[src/rtl/act_pkg.sv]
// Shared types and default parameters for the act_stream activation pipeline.
package act_pkg;

    typedef enum logic [1:0] {
        ACT_BYPASS = 2'b00,
        ACT_RELU   = 2'b01,
        ACT_LEAKY  = 2'b10,
        ACT_CLAMP  = 2'b11
    } act_mode_t;

    localparam int ACT_WIDTH      = 32'sd8;
    localparam int ACT_LANES      = 32'sd4;
    localparam int ACT_LEAK_SHIFT = 32'sd3;
    localparam int ACT_CNT_W      = 32'sd16;

    // Bits needed to hold any count from 0 to n inclusive.
    function automatic int cnt_bits(input int n);
        int b;
        if (n < 32'sd1) begin
            b = 32'sd1;
        end else begin
            b = $clog2(n + 32'sd1);
        end
        return b;
    endfunction

endpackage

[src/rtl/act_stream_if.sv]
// Streaming port bundle of act_stream: input beat channel, output beat channel and debug counter.
interface act_stream_if #(
    parameter int WIDTH = 8,
    parameter int LANES = 4,
    parameter int CNT_W = 16
);
    import act_pkg::*;

    logic                   in_vld;
    logic                   in_rdy;
    logic [LANES*WIDTH-1:0] in_data;
    act_mode_t              mode;
    logic [WIDTH-2:0]       cap;
    logic                   out_vld;
    logic                   out_rdy;
    logic [LANES*WIDTH-1:0] out_data;
    logic                   clr_cnt;
    logic [CNT_W-1:0]       neg_cnt;

    modport master (
        output in_vld, in_data, mode, cap, out_rdy, clr_cnt,
        input  in_rdy, out_vld, out_data, neg_cnt
    );

    modport slave (
        input  in_vld, in_data, mode, cap, out_rdy, clr_cnt,
        output in_rdy, out_vld, out_data, neg_cnt
    );

endinterface

[src/rtl/act_lane.sv]
// One signed lane of the activation function; purely combinational.
module act_lane
    import act_pkg::*;
#(
    parameter int WIDTH      = ACT_WIDTH,
    parameter int LEAK_SHIFT = ACT_LEAK_SHIFT
) (
    input  logic signed [WIDTH-1:0] x,
    input  act_mode_t               mode,
    input  logic        [WIDTH-2:0] cap,
    output logic signed [WIDTH-1:0] y,
    output logic                    is_neg
);

    logic signed [WIDTH-1:0] leak_s;
    logic signed [WIDTH-1:0] cap_s;

    assign is_neg = x[WIDTH-1];
    // Arithmetic shift floors toward -inf, so small negatives settle at -1 rather than 0.
    assign leak_s = x >>> LEAK_SHIFT;
    assign cap_s  = $signed({1'b0, cap});

    // Lane result selection by activation mode.
    always_comb begin
        y = x;
        case (mode)
            ACT_BYPASS: begin
                y = x;
            end
            ACT_RELU: begin
                if (is_neg) begin
                    y = {WIDTH{1'b0}};
                end else begin
                    y = x;
                end
            end
            ACT_LEAKY: begin
                if (is_neg) begin
                    y = leak_s;
                end else begin
                    y = x;
                end
            end
            ACT_CLAMP: begin
                if (is_neg) begin
                    y = {WIDTH{1'b0}};
                end else if (x > cap_s) begin
                    y = cap_s;
                end else begin
                    y = x;
                end
            end
            default: begin
                y = x;
            end
        endcase
    end

endmodule

[src/rtl/act_stream.sv]
// Two-stage valid/ready activation pipeline over LANES signed lanes, with a
// saturating count of negative lanes seen in rectifying modes.
module act_stream
    import act_pkg::*;
#(
    parameter int WIDTH      = ACT_WIDTH,
    parameter int LANES      = ACT_LANES,
    parameter int LEAK_SHIFT = ACT_LEAK_SHIFT,
    parameter int CNT_W      = ACT_CNT_W
) (
    input logic         clk,
    input logic         rst_n,
    act_stream_if.slave io
);

    localparam int               INC_W   = cnt_bits(LANES);
    localparam int               SUM_W   = CNT_W + INC_W;
    localparam logic [CNT_W-1:0] CNT_MAX = {CNT_W{1'b1}};

    logic                   s1_vld_r;
    logic [LANES*WIDTH-1:0] s1_data_r;
    act_mode_t              s1_mode_r;
    logic [WIDTH-2:0]       s1_cap_r;
    logic                   s2_vld_r;
    logic [LANES*WIDTH-1:0] s2_data_r;
    logic [CNT_W-1:0]       cnt_r;

    logic                   s1_adv_s;
    logic                   s2_adv_s;
    logic                   in_hs_s;
    logic [LANES*WIDTH-1:0] lane_y_s;
    // The S1 sign flags are not needed: negatives are counted at capture time.
    logic [LANES-1:0]       lane_neg_unused_s;
    logic [INC_W-1:0]       inc_s;
    logic [SUM_W-1:0]       sum_s;
    logic [CNT_W-1:0]       cnt_nxt_s;

    function automatic logic [INC_W-1:0] neg_lanes(input logic [LANES*WIDTH-1:0] d);
        logic [INC_W-1:0] n;
        n = {INC_W{1'b0}};
        for (int i = 0; i < LANES; i++) begin
            n = n + INC_W'(d[i*WIDTH + WIDTH - 1]);
        end
        return n;
    endfunction

    // A stage may load when it is empty or its content leaves this cycle.
    assign s2_adv_s  = !s2_vld_r || io.out_rdy;
    assign s1_adv_s  = !s1_vld_r || s2_adv_s;
    assign in_hs_s   = io.in_vld && s1_adv_s;
    assign io.in_rdy = s1_adv_s;

    // S1 register: captures beat, mode and cap on handshake.
    always_ff @(posedge clk or negedge rst_n) begin
        if (!rst_n) begin
            s1_vld_r  <= 1'b0;
            s1_data_r <= {(LANES*WIDTH){1'b0}};
            s1_mode_r <= ACT_BYPASS;
            s1_cap_r  <= {(WIDTH-1){1'b0}};
        end else if (s1_adv_s) begin
            s1_vld_r <= io.in_vld;
            if (io.in_vld) begin
                s1_data_r <= io.in_data;
                s1_mode_r <= io.mode;
                s1_cap_r  <= io.cap;
            end
        end
    end

    for (genvar g = 0; g < LANES; g++) begin : g_lane
        act_lane #(
            .WIDTH      (WIDTH),
            .LEAK_SHIFT (LEAK_SHIFT)
        ) u_lane (
            .x      (s1_data_r[g*WIDTH +: WIDTH]),
            .mode   (s1_mode_r),
            .cap    (s1_cap_r),
            .y      (lane_y_s[g*WIDTH +: WIDTH]),
            .is_neg (lane_neg_unused_s[g])
        );
    end

    // S2 register: holds the activated beat until downstream takes it.
    always_ff @(posedge clk or negedge rst_n) begin
        if (!rst_n) begin
            s2_vld_r  <= 1'b0;
            s2_data_r <= {(LANES*WIDTH){1'b0}};
        end else if (s2_adv_s) begin
            s2_vld_r <= s1_vld_r;
            if (s1_vld_r) begin
                s2_data_r <= lane_y_s;
            end
        end
    end

    assign io.out_vld  = s2_vld_r;
    assign io.out_data = s2_data_r;

    // Next count: clear wins, otherwise add this beat's negatives and saturate.
    always_comb begin
        inc_s     = {INC_W{1'b0}};
        sum_s     = {SUM_W{1'b0}};
        cnt_nxt_s = cnt_r;
        if (in_hs_s && (io.mode != ACT_BYPASS)) begin
            inc_s = neg_lanes(io.in_data);
        end else begin
            inc_s = {INC_W{1'b0}};
        end
        sum_s = SUM_W'(cnt_r) + SUM_W'(inc_s);
        if (io.clr_cnt) begin
            cnt_nxt_s = {CNT_W{1'b0}};
        end else if (sum_s > SUM_W'(CNT_MAX)) begin
            cnt_nxt_s = CNT_MAX;
        end else begin
            cnt_nxt_s = sum_s[CNT_W-1:0];
        end
    end

    // Negative-lane counter register.
    always_ff @(posedge clk or negedge rst_n) begin
        if (!rst_n) begin
            cnt_r <= {CNT_W{1'b0}};
        end else begin
            cnt_r <= cnt_nxt_s;
        end
    end

    assign io.neg_cnt = cnt_r;

endmodule
[src/flat_wrapper.sv]
// flat-port wrapper written by rule: the top's interface ports become plain ports
module act_stream_flat import act_pkg::*;
#(
    parameter int WIDTH      = ACT_WIDTH,
    parameter int LANES      = ACT_LANES,
    parameter int LEAK_SHIFT = ACT_LEAK_SHIFT,
    parameter int CNT_W      = ACT_CNT_W
)
  (clk, rst_n, io_in_vld, io_in_data, io_mode, io_cap, io_out_rdy, io_clr_cnt, io_in_rdy, io_out_vld, io_out_data, io_neg_cnt);
  act_stream_if #(.WIDTH(WIDTH), .LANES(LANES), .CNT_W(CNT_W)) io_i ();
  input logic clk;
  input logic rst_n;
  input wire logic [$bits(io_i.in_vld)-1:0] io_in_vld;
  input wire logic [$bits(io_i.in_data)-1:0] io_in_data;
  input wire logic [$bits(io_i.mode)-1:0] io_mode;
  input wire logic [$bits(io_i.cap)-1:0] io_cap;
  input wire logic [$bits(io_i.out_rdy)-1:0] io_out_rdy;
  input wire logic [$bits(io_i.clr_cnt)-1:0] io_clr_cnt;
  output wire logic [$bits(io_i.in_rdy)-1:0] io_in_rdy;
  output wire logic [$bits(io_i.out_vld)-1:0] io_out_vld;
  output wire logic [$bits(io_i.out_data)-1:0] io_out_data;
  output wire logic [$bits(io_i.neg_cnt)-1:0] io_neg_cnt;
  assign io_i.in_vld = io_in_vld;
  assign io_i.in_data = io_in_data;
  assign io_i.mode = io_mode;
  assign io_i.cap = io_cap;
  assign io_i.out_rdy = io_out_rdy;
  assign io_i.clr_cnt = io_clr_cnt;
  assign io_in_rdy = io_i.in_rdy;
  assign io_out_vld = io_i.out_vld;
  assign io_out_data = io_i.out_data;
  assign io_neg_cnt = io_i.neg_cnt;
  act_stream #(.WIDTH(WIDTH), .LANES(LANES), .LEAK_SHIFT(LEAK_SHIFT), .CNT_W(CNT_W)) u_core (.clk(clk), .rst_n(rst_n), .io(io_i));
endmodule
[config.mk]
export PLATFORM = sky130hd
export DESIGN_NAME = act_stream_flat
export DESIGN_NICKNAME = d
export VERILOG_FILES = /design/src/rtl/act_pkg.sv /design/src/rtl/act_stream_if.sv /design/src/rtl/act_lane.sv /design/src/rtl/act_stream.sv /design/src/flat_wrapper.sv
export SDC_FILE = /design/constraint.sdc
export NUM_CORES = 1
export LEC_CHECK = 0
export ABC_AREA = 1
export BUFFER_PORTS_ARGS = -buffer_cell sky130_fd_sc_hd__buf_2
export CORE_AREA = 3 3 117 119
export CTS_CLUSTER_DIAMETER = 40
export DETAILED_ROUTE_END_ITERATION = 7
export DIE_AREA = 0 0 120 122
export PLACE_DENSITY_LB_ADDON = 0.05
export RECOVER_POWER = 100
export SLEW_MARGIN = 20
export SYNTH_ARGS = -nofsm -noshare
export SYNTH_HDL_FRONTEND = slang
export SYNTH_SLANG_ARGS = --single-unit
[constraint.sdc]
create_clock -name clk -period 6.2 [get_ports clk]
set_input_delay 0 -clock clk [delete_from_list [all_inputs] [get_ports clk]]
set_output_delay 0 -clock clk [all_outputs]
set_load 0.02 [all_outputs]
After elaboration in Yosys (flattened, before gate mapping). Cells that the tools add are included.

Magnitude comparators: 5. Add/sub/neg operators: 4. Reductions and logical operators: 10. Equality and inequality tests: 3. Muxes and demuxes: 23.

Operator list (count): $pmux 8 s4 (4); $mux 7 (12); $gt 8x8->1 (4); $mux 16 (2); $mux 8 (4); $gt 19x16->1 const B (1); $add 16x3->17 (1); $add 3x1->3 (2); $eq 2x2->1 const B (2); $reduce_and 2->1 (2); $mux 3 (1); $add 1x1->2 (1); $eq 2x1->1 const B (1); $logic_and 1x1->1 (2); $logic_not 1->1 (2); $logic_not 2->1 (1); $logic_or 1x1->1 (2); $reduce_bool 2->1 (1).

Logic and storage cells: 52. Flip-flop bits (word level): 91. Input bits: 46.

Logic depth before layout (Yosys ltp). Gate-level depths: netlist (run 1).

Word-level depth: 10. Mapped depth: 21. Depth with buffers taken out: 20.

Hierarchy. A second synthesis (run 1) with hierarchy kept.

Cells, all modules: 820. Area total of the unflattened synthesis: 6213.5 um^2.

By module, submodules not included: act_stream (area an instance 3931.3 um^2, cells an instance 400, instances 1, seq. area each 2277.2 um^2); act_lane (area an instance 570.5 um^2, cells an instance 105, instances 4, seq. area each 0.0 um^2).

Least setup slack after synthesis (run 1). No wires, ideal clock.

Path type: flip-flop to flip-flop. From: register u_core.s2_vld_r, in the netlist u_core.io.out_vld. To: register u_core.cnt_r[10], in the netlist u_core.io.neg_cnt[10]. Path slack: 3171 ps. Period minus slack after synthesis: 3029 ps. Arrival time: 2952 ps. Stages on the path, launching flop included: 20. Cells stage by stage: dfrtp_1 > nand3_1 > nand2_1 > inv_1 > buf_2 > nand2_1 > nand2_1 > inv_1 > nor2_1 > ha_1 > inv_1 > fa_1 > inv_1 > nand2_2 > a21oi_4 > nand3_4 > nor2_4 > nand4_4 > buf_6 > a21oi_2.

Cells in the longest elaborated chain, start to end: 10.

RTL lines: start: declaration (RTL line act_stream.sv:24) `logic s2_vld_r;`; start signal: assignment (RTL line act_stream.sv:89) `s2_vld_r <= s1_vld_r;`; $logic_not 1->1 (*) (RTL line act_stream.sv:48) `assign s2_adv_s = !s2_vld_r || io.out_rdy;`; $logic_or 1x1->1 (*) (RTL line act_stream.sv:48); $logic_or 1x1->1 (*) (RTL line act_stream.sv:49) `assign s1_adv_s = !s1_vld_r || s2_adv_s;`; net io_in_rdy (RTL line flat_wrapper.sv:19) `output wire logic [$bits(io_i.in_rdy)-1:0] io_in_rdy;`; $logic_and 1x1->1 (*) (RTL line act_stream.sv:50) `assign in_hs_s = io.in_vld && s1_adv_s;`; $logic_and 1x1->1 (*) (RTL line act_stream.sv:104) `if (in_hs_s && (io.mode != ACT_BYPASS)) begin`; $mux 3 (*) (RTL line act_stream.sv:104); $add 16x3->17 (*) (RTL line act_stream.sv:109) `sum_s = SUM_W'(cnt_r) + SUM_W'(inc_s);`; $gt 19x16->1 (RTL line act_stream.sv:112) `end else if (sum_s > SUM_W'(CNT_MAX)) begin`; $mux 16 (*) (RTL line act_stream.sv:112); $mux 16 (*) (RTL line act_stream.sv:110) `if (io.clr_cnt) begin`; net u_core.cnt_nxt_s[10] (RTL line act_stream.sv:36) `logic [CNT_W-1:0] cnt_nxt_s;`; end signal: assignment (RTL line act_stream.sv:122) `cnt_r <= {CNT_W{1'b0}};`; end signal: assignment (RTL line act_stream.sv:124) `cnt_r <= cnt_nxt_s;`; end: declaration (RTL line act_stream.sv:26) `logic [CNT_W-1:0] cnt_r;`.

Mark *: on every way through the listed nets, which the timed path passes. The rest lies on a longest branch. A chain may end at the register's enable or synchronous reset.

Worst setup path in the final report (run 1).
From: register u_core.s2_vld_r, in the netlist u_core.io.out_vld. To: register u_core.cnt_r[7], in the netlist u_core.io.neg_cnt[7].

Cells in the longest elaborated chain, start to end: 10.

RTL lines (RTL line): $logic_not 1->1 (*) (act_stream.sv:48); $logic_or 1x1->1 (*) (act_stream.sv:48); $logic_or 1x1->1 (*) (act_stream.sv:49); $logic_and 1x1->1 (*) (act_stream.sv:50); $logic_and 1x1->1 (*) (act_stream.sv:104); $mux 3 (*) (act_stream.sv:104); $add 16x3->17 (*) (act_stream.sv:109); $gt 19x16->1 (act_stream.sv:112); $mux 16 (*) (act_stream.sv:112); $mux 16 (*) (act_stream.sv:110); net u_core.cnt_nxt_s[7] (act_stream.sv:36).

Marks and branches as above.

==> results of run 1 <==
==> synthesized netlist by cell type <==
library cell / instances
a21oi_1: 70
nand2_2: 9
nand3_4: 1
inv_2: 5
buf_1: 3
nor2_2: 5
nand3_1: 62
fa_1: 2
ha_1: 33
xor2_1: 10
nor2_1: 23
xnor2_1: 3
a21oi_2: 12
o21ai_0: 57
dfrtp_1: 91
buf_6: 1
nand4_4: 1
nand4_1: 2
o31ai_1: 4
nor2_4: 1
a21oi_4: 3
nor3_1: 3
inv_1: 69
clkbuf_1: 18
nand2_1: 281
buf_2: 6
nor3_4: 1
==> power groups by stage <==
stage / logic, uW / clock network, uW / registers [uW]
global placement: 789 / 0 / 812
global route: 919 / 572 / 827
detailed placement: 811 / 0 / 814
CTS: 834 / 550 / 806
finish: 805 / 534 / 808
floorplan: 472 / 0 / 895
==> worst min path at each step <==
| stage | startpoint | to | slack [ns] | cells past startpoint |
|---|---|---|---|---|
| finish | io_clr_cnt | u_core.io.neg_cnt[5] | 0.04 | 2 |
| floorplan | rst_n | u_core.io.neg_cnt[0] | -0.30 | 0 |
| CTS | io_clr_cnt | u_core.io.neg_cnt[4] | 0.06 | 2 |
| global placement | rst_n | u_core.s1_data_r[0] | -0.05 | 1 |
| detailed placement | rst_n | u_core.s1_data_r[0] | -0.05 | 1 |
| global route | io_clr_cnt | u_core.io.neg_cnt[4] | 0.06 | 2 |
==> registers in the layout (all words and copies together) (netlist names) <==
| register | flops |
|---|---|
| u_core.io.neg_cnt | 16 |
| u_core.s1_vld_r | 1 |
| u_core.io.out_data | 32 |
| u_core.io.out_vld | 1 |
| u_core.s1_cap_r | 7 |
| u_core.s1_data_r | 32 |
| u_core.s1_mode_r | 2 |
==> repair_timing <==
| item | CTS | global route |
|---|---|---|
| setup endpoints to repair | 0 | 0 |
| hold endpoints to repair | 73 | 0 |
| hold buffers | 44 | 0 |
| gates resized for setup | 0 | 0 |
==> layout by cell type (no fill, tap or decap) <==
cell type / count
a21oi_1: 74
a21oi_2: 8
a21oi_4: 3
buf_16: 1
buf_2: 44
buf_4: 1
clkbuf_1: 54
clkbuf_16: 9
clkbuf_8: 2
clkinv_2: 2
clkinvlp_4: 2
dfrtp_1: 91
dlygate4sd3_1: 44
fa_1: 2
ha_1: 33
inv_1: 69
inv_2: 5
nand2_1: 284
nand2_2: 6
nand3_1: 63
nand4_1: 3
nor2_1: 22
nor2_2: 5
nor2_4: 2
nor3_1: 3
nor3_4: 1
o21ai_0: 57
o31ai_1: 4
xnor2_1: 3
xor2_1: 10
==> kinds of logic after synthesis <==
logic type               count (synthesis)
buffers and inverters                  102
XOR/XNOR                                13
adder cells (fa/ha/maj)                 35
AND/OR/NAND/NOR                        389
flip-flops                              91
AO/OA/AOI/OAI                          146
==> stage by stage <==
| step | power, uW | area [sq um] | hold WS [ns] | cells | setup slack [ns] |
|---|---|---|---|---|---|
| floorplan | 1367 | 5694 | -0.2956 | 776 | 3.171 |
| global placement | 1601 | 6300 | -0.04615 | 1018 | 2.953 |
| detailed placement | 1625 | 6327 | -0.04573 | 1019 | 2.808 |
| CTS | 2191 | 7049 | 0.05825 | 1079 | 2.777 |
| global route | 2318 | 6923 | 0.05713 | 1079 | 1.267 |
| finish | 2148 | 6923 | 0.03952 | 1079 | 1.846 |
==> worst max-delay path: stages (launching register included) <==
cell and delay, ns:
dfrtp_1 0.41, nand3_1 0.15, nand2_1 0.16, inv_1 0.79, nand2_1 0.15, nand2_1 0.14
inv_1 0.06, nor2_1 0.11, ha_1 0.18, inv_1 0.06, fa_1 0.40, inv_1 0.08
nand2_1 0.09, a21oi_4 0.18, nand3_1 0.17, nor2_4 0.12, nand4_1 0.62, a21oi_1 0.40
==> layout make-up <==
class                   count  area (sq um)
flip-flops and latches     91          2277
well taps                 172         215.2
repair buffers            143         894.6
fillers                  1290          5748
clock buffers              12         256.5
clock inverters             4         25.02
multi-input cells         583          2977
inverters                  74         277.8
==> metal layers <==
layer	global-route usage [%]	wire length, um
met5	0	0
met4	7.301	250
met3	2.925	641
met2	36.49	7207
met1	30.25	7439
==> reports/results.txt, run 1 <==
fmax: 0.2297 GHz
Final Critical Period: 4.354 ns
flop and latch count out of synthesis: 91
Post-DP HPWL: 10590 um
post-synthesis mux area share: 0%
final setup TNS: 0 ns
TritonCTS buffer count: 9
Combinational Power Share: 37.5%
Clk pwr share: 24.9%
Netlist cell types: 27
share of layout cells above drive strength 1: 10.03%
Max VDD drop: 171.8 uV
Rel. slew slack: -37.92%
clock sinks: 91
switch share: 40.98%
TritonRoute pass-1 iters: 5
core area: 12670 sq um
Worst Max-Slew Pin Slew: 2.069 ns
DRT iter0 DRCs: 457
P_int: 1268 uW
Max Fanout on Critical Path: 40
Die Span X: 120 um
clock latency on the worst-skew pair: 0.35 ns
Synthesized Nets: 857
Die Y: 122 um
H-tree levels: 3
GP Congestion: 0.8534
share of the synthesized area in the top cell type: 39.99%
synthesis warning total: 0
Syn Inst Count: 776
grt total ovfl: 0
period utilization: 70.23%
Final nets: 983
syn avg cell area: 7.338 sq um
Leak Pwr: 0.003485 uW
post-synthesis simple-gate area fraction: 28.68%
vias in the first global route: 5288
Port Buffer Count: 95
failing checks: max-capacitance violations, max-slew violations
first-pass GRT wire length: 25880 um
clock tree from TritonCTS: yes
Tot GR Track Use: 22.12%
required time of the critical path: 6.45 ns
worst clock skew: 0.004689 ns
Slew Viols, Final: 78
floorplan row count: 41
final setup fails: 0
largest net degree at the start of global routing: 62
MaxCap Viol Count: 2
diode count: 0
DRT Wirelength: 15540 um
Min-Delay Path Class: in2reg
via count: 5422
antenna violations before repair: 0
Fin. Hold Viols: 0
Final Core Density: 54.64%
Post-CTS Setup Inserts: 0
Setup crit start: u_core.io.out_vld
die area: 14640 sq um
R2R cell count: 17
Initial Util: 44.94%
pwr dens: 310.2 nW/um^2
drt wl/cell: 14.40 um
Clk pin slew, worst setup/hold paths: 0.07 ns
Worst R2R End: u_core.io.neg_cnt[7]
RSZ-0062 raised after global routing: false
Vias/cell: 5.025
Synth Area in XOR/XNOR: 2.000%
residual DRC count: 0
Compound-Gate Fraction of Synth Area: 14.39%
NetSw: 880.2 uW
Final ANT Viol Nets: 0
# IOs: 96
Worst Path Arrival: 4.61 ns
Setup Crit Path Kind: reg2reg
Worst setup EP type: flop
clock tree buffer depth: 2
largest cells by area after synthesis: dfrtp_1 40%, nand2_1 19%, ha_1 7.3%, a21oi_1 6.2%, nand3_1 5.4%
Reg power frac: 37.6%
Seq/Total Area, Yosys: 39.99%
area leader, netlist: dfrtp_1
CP Launch Type: flop
worst r2r src: u_core.io.out_vld
adder-cell share of the synthesized area: 7.954%
status: finished, violations left
clock tree root buffer cell: clkbuf_16
largest family of logic cells by synthesized area: simple AND/OR/NAND/NOR gates
CP Capture Point: u_core.io.neg_cnt[7]
reg2reg setup slack: 1.85 ns
area delta synth->final: 21.58%
Post-Syn Area: 5694 sq um
Power figures use the tool's default switching activity.
==> run 2, diff against run 1 <==
clock period = 4 ns   (was 6.2 ns; I/O delays follow)
==> run 2 against run 1 <==
  * Count of clock-buffer cells in the layout up 1
  * Utilization about the same
  * First-iteration DRC count shrank 21%
  * Non-clock buffer count grew 1
  * The flow still finishes with violations (max-capacitance violations, max-slew violations)
  * Power increased by 57%
  * Final cell count did not move
  * Flip-flop and latch count did not move
  * Largest power group unchanged
  * Sequential power up 55%
  * Worst setup slack worse by 1.2 ns
  * Sequential share of layout area about the same
  * Via count decreased by 0.44%
  * Highest routed layer unchanged
==> reports/results.txt, run 2 (synthesis gave the netlist of run 1 again) <==
diode count: 0
grt total ovfl: 0
most used cell, CP: inv_1
CP Cell Sequence: dlygate4sd3_1 -> buf_2 -> ha_1 -> inv_1 -> fa_1 -> nor2_1 -> ha_1 -> inv_1 -> fa_1 -> inv_1 -> nand2_1 -> a21oi_1 -> nand3_4 -> nor2_1 -> nand4_4 -> a21oi_1
Fin. Hold Viols: 0
Rel. slew slack: -19.68%
H-tree levels: 3
Die Span X: 120 um
failing checks: max-capacitance violations, max-slew violations
first-pass GRT wire length: 26050 um
Clk pin slew, worst setup/hold paths: 0.06 ns
CP Launch Type: primary input
Worst setup EP type: flop
Min-Delay Path Class: in2reg
Final WS setup: 0.6933 ns
residual DRC count: 0
Post-CTS Setup Inserts: 0
post-CTS sizing: 0
clock tree root buffer cell: clkbuf_16
TritonCTS buffer count: 9
Critical path buffers and inverters: 5
Setup crit start: io_in_data[15]
hold_sp: io_clr_cnt
most common cell after layout, fill and taps aside: nand2_1
final setup fails: 0
DRT iter0 DRCs: 363
die area: 14640 sq um
Tot GR Track Use: 22.28%
MaxCap Viol Count: 3
status: finished, violations left
Port Buffer Count: 95
antenna violations before repair: 0
dpl ws: 1.104 ns
Die Y: 122 um
TritonRoute pass-1 iters: 5
worst clock skew: 0.003294 ns
Post-DP HPWL: 10480 um
Max Fanout on Critical Path: 15
clock latency on the worst-skew pair: 0.35 ns
Final Core Density: 54.65%
RSZ-0062 raised after global routing: false
Max VDD drop: 270.0 uV
vias in the first global route: 5234
Final nets: 984
floorplan row count: 41
Largest delay share family, worst path: adder cells
clock tree buffer depth: 2
DRT Wirelength: 15400 um
Final ANT Viol Nets: 0
clock sinks: 91
core area: 12670 sq um
Critical Path Slowest Stage Cell: dlygate4sd3_1
fmax: 0.3024 GHz
Slew Viols, Final: 135
pwr dens: 485.6 nW/um^2
Initial Util: 44.94%
via count: 5398
final setup TNS: 0 ns
Inst Count DP: 1020
largest net degree at the start of global routing: 61
required time of the critical path: 4.26 ns
period utilization: 82.67%
area delta synth->final: 21.60%
drt wl/cell: 14.27 um
Leak Pwr: 0.003510 uW
GP Congestion: 0.8561
max incr delay on CP: 0.53 ns
clock tree from TritonCTS: yes
Worst Path Arrival: 3.57 ns
Vias/cell: 5.003
Setup Crit Path Kind: in2reg
Final Critical Period: 3.307 ns
Final Non-Filler Cells: 1079
worst r2r src: u_core.io.out_vld
fin area: 6924 sq um
highest-count cells in the layout ignoring fill and taps: 285 x nand2_1, 91 x dfrtp_1, 80 x a21oi_1, 69 x inv_1, 62 x nand3_1
DP Area: 6335 sq um
# IOs: 96
Worst Max-Slew Pin Slew: 1.795 ns
share of layout cells above drive strength 1: 9.041%
## run 2: cell types whose count changed in the layout (fill, tap and decap cells not counted), moves of 2 or more
cell / change
a21oi_1: +6
a21oi_2: -5
clkbuf_1: +3
clkinvlp_4: -2
## run 2: power breakdown
group | switching, uW | leakage (uW) | internal, uW
Combinational | 840 | 0.00221 | 398
Clock | 356 | 0.000146 | 515
Sequential | 143 | 0.00115 | 1110
## run 2: repair_timing
| action | 4_1_cts | 5_1_grt |
|---|---|---|
| endpoints found under the hold margin | 102 | 0 |
| setup endpoints to repair | 0 | 0 |
| hold buffers | 44 | 0 |
## run 2: per-layer routing
| layer | global-route usage [%] | routed length (um) | part of all wire, % |
|---|---|---|---|
| met5 | 0 | 0 | 0 |
| met4 | 7.802 | 241 | 1.6 |
| met3 | 2.693 | 514 | 3.3 |
| met2 | 36.25 | 7283 | 47 |
| met1 | 30.88 | 7360 | 48 |
## run 2: worst paths after layout
path	to	slack, ns	cells after the start
max	u_core.io.neg_cnt[7]	0.69	16
min	u_core.io.neg_cnt[10]	0.01	2
max reg2reg	u_core.io.neg_cnt[7]	0.84	17
min reg2reg	u_core.io.out_data[2]	0.48	2
max in group asynchronous	u_core.s1_data_r[30]	1.10	3
min in group asynchronous	u_core.io.out_data[1]	0.56	2
## run 2: final cells by class
| class | count | area (sq um) |
|---|---|---|
| Clock inverter | 2 | 35.03 |
| Timing Repair Buffer | 144 | 894.6 |
| Tap cell | 172 | 215.2 |
| Sequential cell | 91 | 2277 |
| Multi-Input combinational cell | 583 | 2964 |
| Clock buffer | 13 | 260.3 |
| Fill cell | 1297 | 5747 |
| Inverter | 74 | 277.8 |
## run 2: through the flow
step                      hold slack (ns)  power [uW]
after floorplan                   -0.2956        2118
after global placement             0.1284        2482
after detailed placement           0.1447        2514
after CTS                         0.05308        3438
after global routing              0.02517        3631
final                             0.01213        3362
==> run 3, diff against run 2 <==
clock period = 2.99 ns   (was 4 ns; I/O delays follow)
==> run 3 against run 2 <==
  * The flow still finishes with violations (max-capacitance violations, max-slew violations)
  * Via count grew 1.9%
  * Non-clock buffer count did not move
  * Register-to-register slack worse by 0.58 ns
  * Worst setup slack lost 0.44 ns
  * Clock power increased by 18%
  * Design area is 0.27% lower
  * Global-route usage hardly changed
  * Sequential share of layout area rose by 0.089 points
  * Worst hold slack improved by 0.0050 ns
  * Combinational power rose by 35%
  * Count of clock-buffer cells in the layout fell by 2
  * Largest cell class unchanged
  * Highest routed layer unchanged
==> reports/results.txt, run 3 (synthesis gave the netlist of run 1 again) <==
area of the multi-input gates: 2985 sq um
Max Fanout on Critical Path: 15
Die Span X: 120 um
DP Area: 6340 sq um
Reg area: 2277 sq um
final setup fails: 0
Final Critical Period: 2.739 ns
GP Congestion: 0.8490
failing checks: max-capacitance violations, max-slew violations
first-pass GRT wire length: 26120 um
share of layout cells above drive strength 1: 10.35%
core area: 12670 sq um
grt total ovfl: 0
area delta synth->final: 21.27%
fin area: 6905 sq um
clock tree buffer depth: 2
Final WS setup: 0.2506 ns
Setup Crit Path Kind: in2reg
TritonRoute pass-1 iters: 5
# fillers: 1284
antenna violations before repair: 0
Worst Path Arrival: 3.00 ns
clock tree from TritonCTS: yes
clock latency on the worst-skew pair: 0.35 ns
Initial Util: 44.94%
clock sinks: 91
highest-count cells in the layout ignoring fill and taps: 281 x nand2_1, 91 x dfrtp_1, 79 x a21oi_1, 68 x inv_1, 61 x nand3_1
WHS: 0.01715 ns
Fin. Hold Viols: 0
die area: 14640 sq um
drt wl/cell: 14.36 um
Tot GR Track Use: 22.25%
worst clock skew: 0.006447 ns
CP Launch Type: primary input
status: finished, violations left
required time of the critical path: 3.25 ns
largest net degree at the start of global routing: 76
period utilization: 91.62%
residual DRC count: 0
DRT iter0 DRCs: 339
fmax: 0.3650 GHz
dpl ws: 0.07886 ns
diode count: 0
Port Buffer Count: 95
floorplan row count: 41
Min-Delay Path Class: in2reg
H-tree levels: 3
Worst setup EP type: flop
Vias/cell: 5.091
Rel. slew slack: -56.06%
Worst Max-Slew Pin Slew: 2.341 ns
DRT Wirelength: 15510 um
most common cell after layout, fill and taps aside: nand2_1
TritonCTS buffer count: 9
Tot Pwr: 4391 uW
# IOs: 96
pwr dens: 635.9 nW/um^2
Max VDD drop: 347.4 uV
Final ANT Viol Nets: 0
clock tree root buffer cell: clkbuf_16
Leak Pwr: 0.003494 uW
Final nets: 984
Slew Viols, Final: 102
Die Y: 122 um
final setup TNS: 0 ns
Clk pin slew, worst setup/hold paths: 0.06 ns
Post-DP HPWL: 10650 um
vias in the first global route: 5481
MaxCap Viol Count: 2
RSZ-0062 raised after global routing: false
via count: 5498
## run 3: cell types whose count changed in the layout (fill, tap and decap cells not counted), moves of 2 or more
cell,previous run,this run
clkbuf_8,2,0
nand2_2,5,9
clkinv_2,1,3
nand2_1,285,281
buf_2,43,45
clkbuf_1,57,55
clkinvlp_4,0,2
## run 3: routing by layer
metal / up-vias / routed length, um / global-route usage [%]
li1: 2764 / - / -
met1: 2577 / 7206 / 29.42
met2: 138 / 7349 / 36.99
met3: 19 / 683 / 2.925
met4: 0 / 271 / 9.306
met5: - / 0 / 0
## run 3: where the power goes
part	switching, uW	internal [uW]
combinational	1140	539
clock	474	559
sequential	197	1490
## run 3: critical path: stages
cell	delay, ns
dlygate4sd3_1	0.54
buf_2	0.12
inv_1	0.07
fa_1	0.43
nor2_1	0.13
ha_1	0.17
inv_1	0.06
fa_1	0.39
inv_1	0.08
nand2_2	0.05
a21oi_2	0.23
nand3_4	0.11
nor2_2	0.13
nand4_4	0.23
a21oi_1	0.24
## run 3: layout make-up
type | instances | area share [%]
well taps | 172 | 3.117
clock buffers | 11 | 3.370
clock inverters | 5 | 0.4349
repair buffers | 144 | 12.85
inverters | 74 | 4.022
multi-input cells | 583 | 43.23
flip-flops and latches | 91 | 32.98
## run 3: path summary, 6_finish.rpt
path	from	end	slack [ns]	depth (start not counted)
hold reg to reg	u_core.io.out_data[22]	u_core.io.out_data[22]	0.48	2
min in group asynchronous	rst_n	u_core.s1_data_r[0]	0.90	2
max in group asynchronous	rst_n	u_core.io.out_data[22]	0.53	3
setup / recovery	io_in_data[31]	u_core.io.neg_cnt[13]	0.25	15
hold / removal	io_in_vld	u_core.s1_mode_r[1]	0.02	5
setup reg to reg	u_core.io.out_vld	u_core.io.neg_cnt[13]	0.26	17
## run 3: through the flow
| step | cells | utilization (%) |
|---|---|---|
| floorplan | 776 | - |
| global placement | 1021 | 50.03 |
| detailed placement | 1021 | 50.03 |
| CTS | 1080 | 55.51 |
| global route | 1080 | 54.50 |
| finish | 1080 | 54.50 |
## run 3: repair_timing
| action | in CTS | in global routing |
|---|---|---|
| buffers inserted | 0 | 0 |
| endpoints found under the hold margin | 84 | 0 |
| hold buffers | 43 | 0 |
| resized for setup | 0 | 0 |
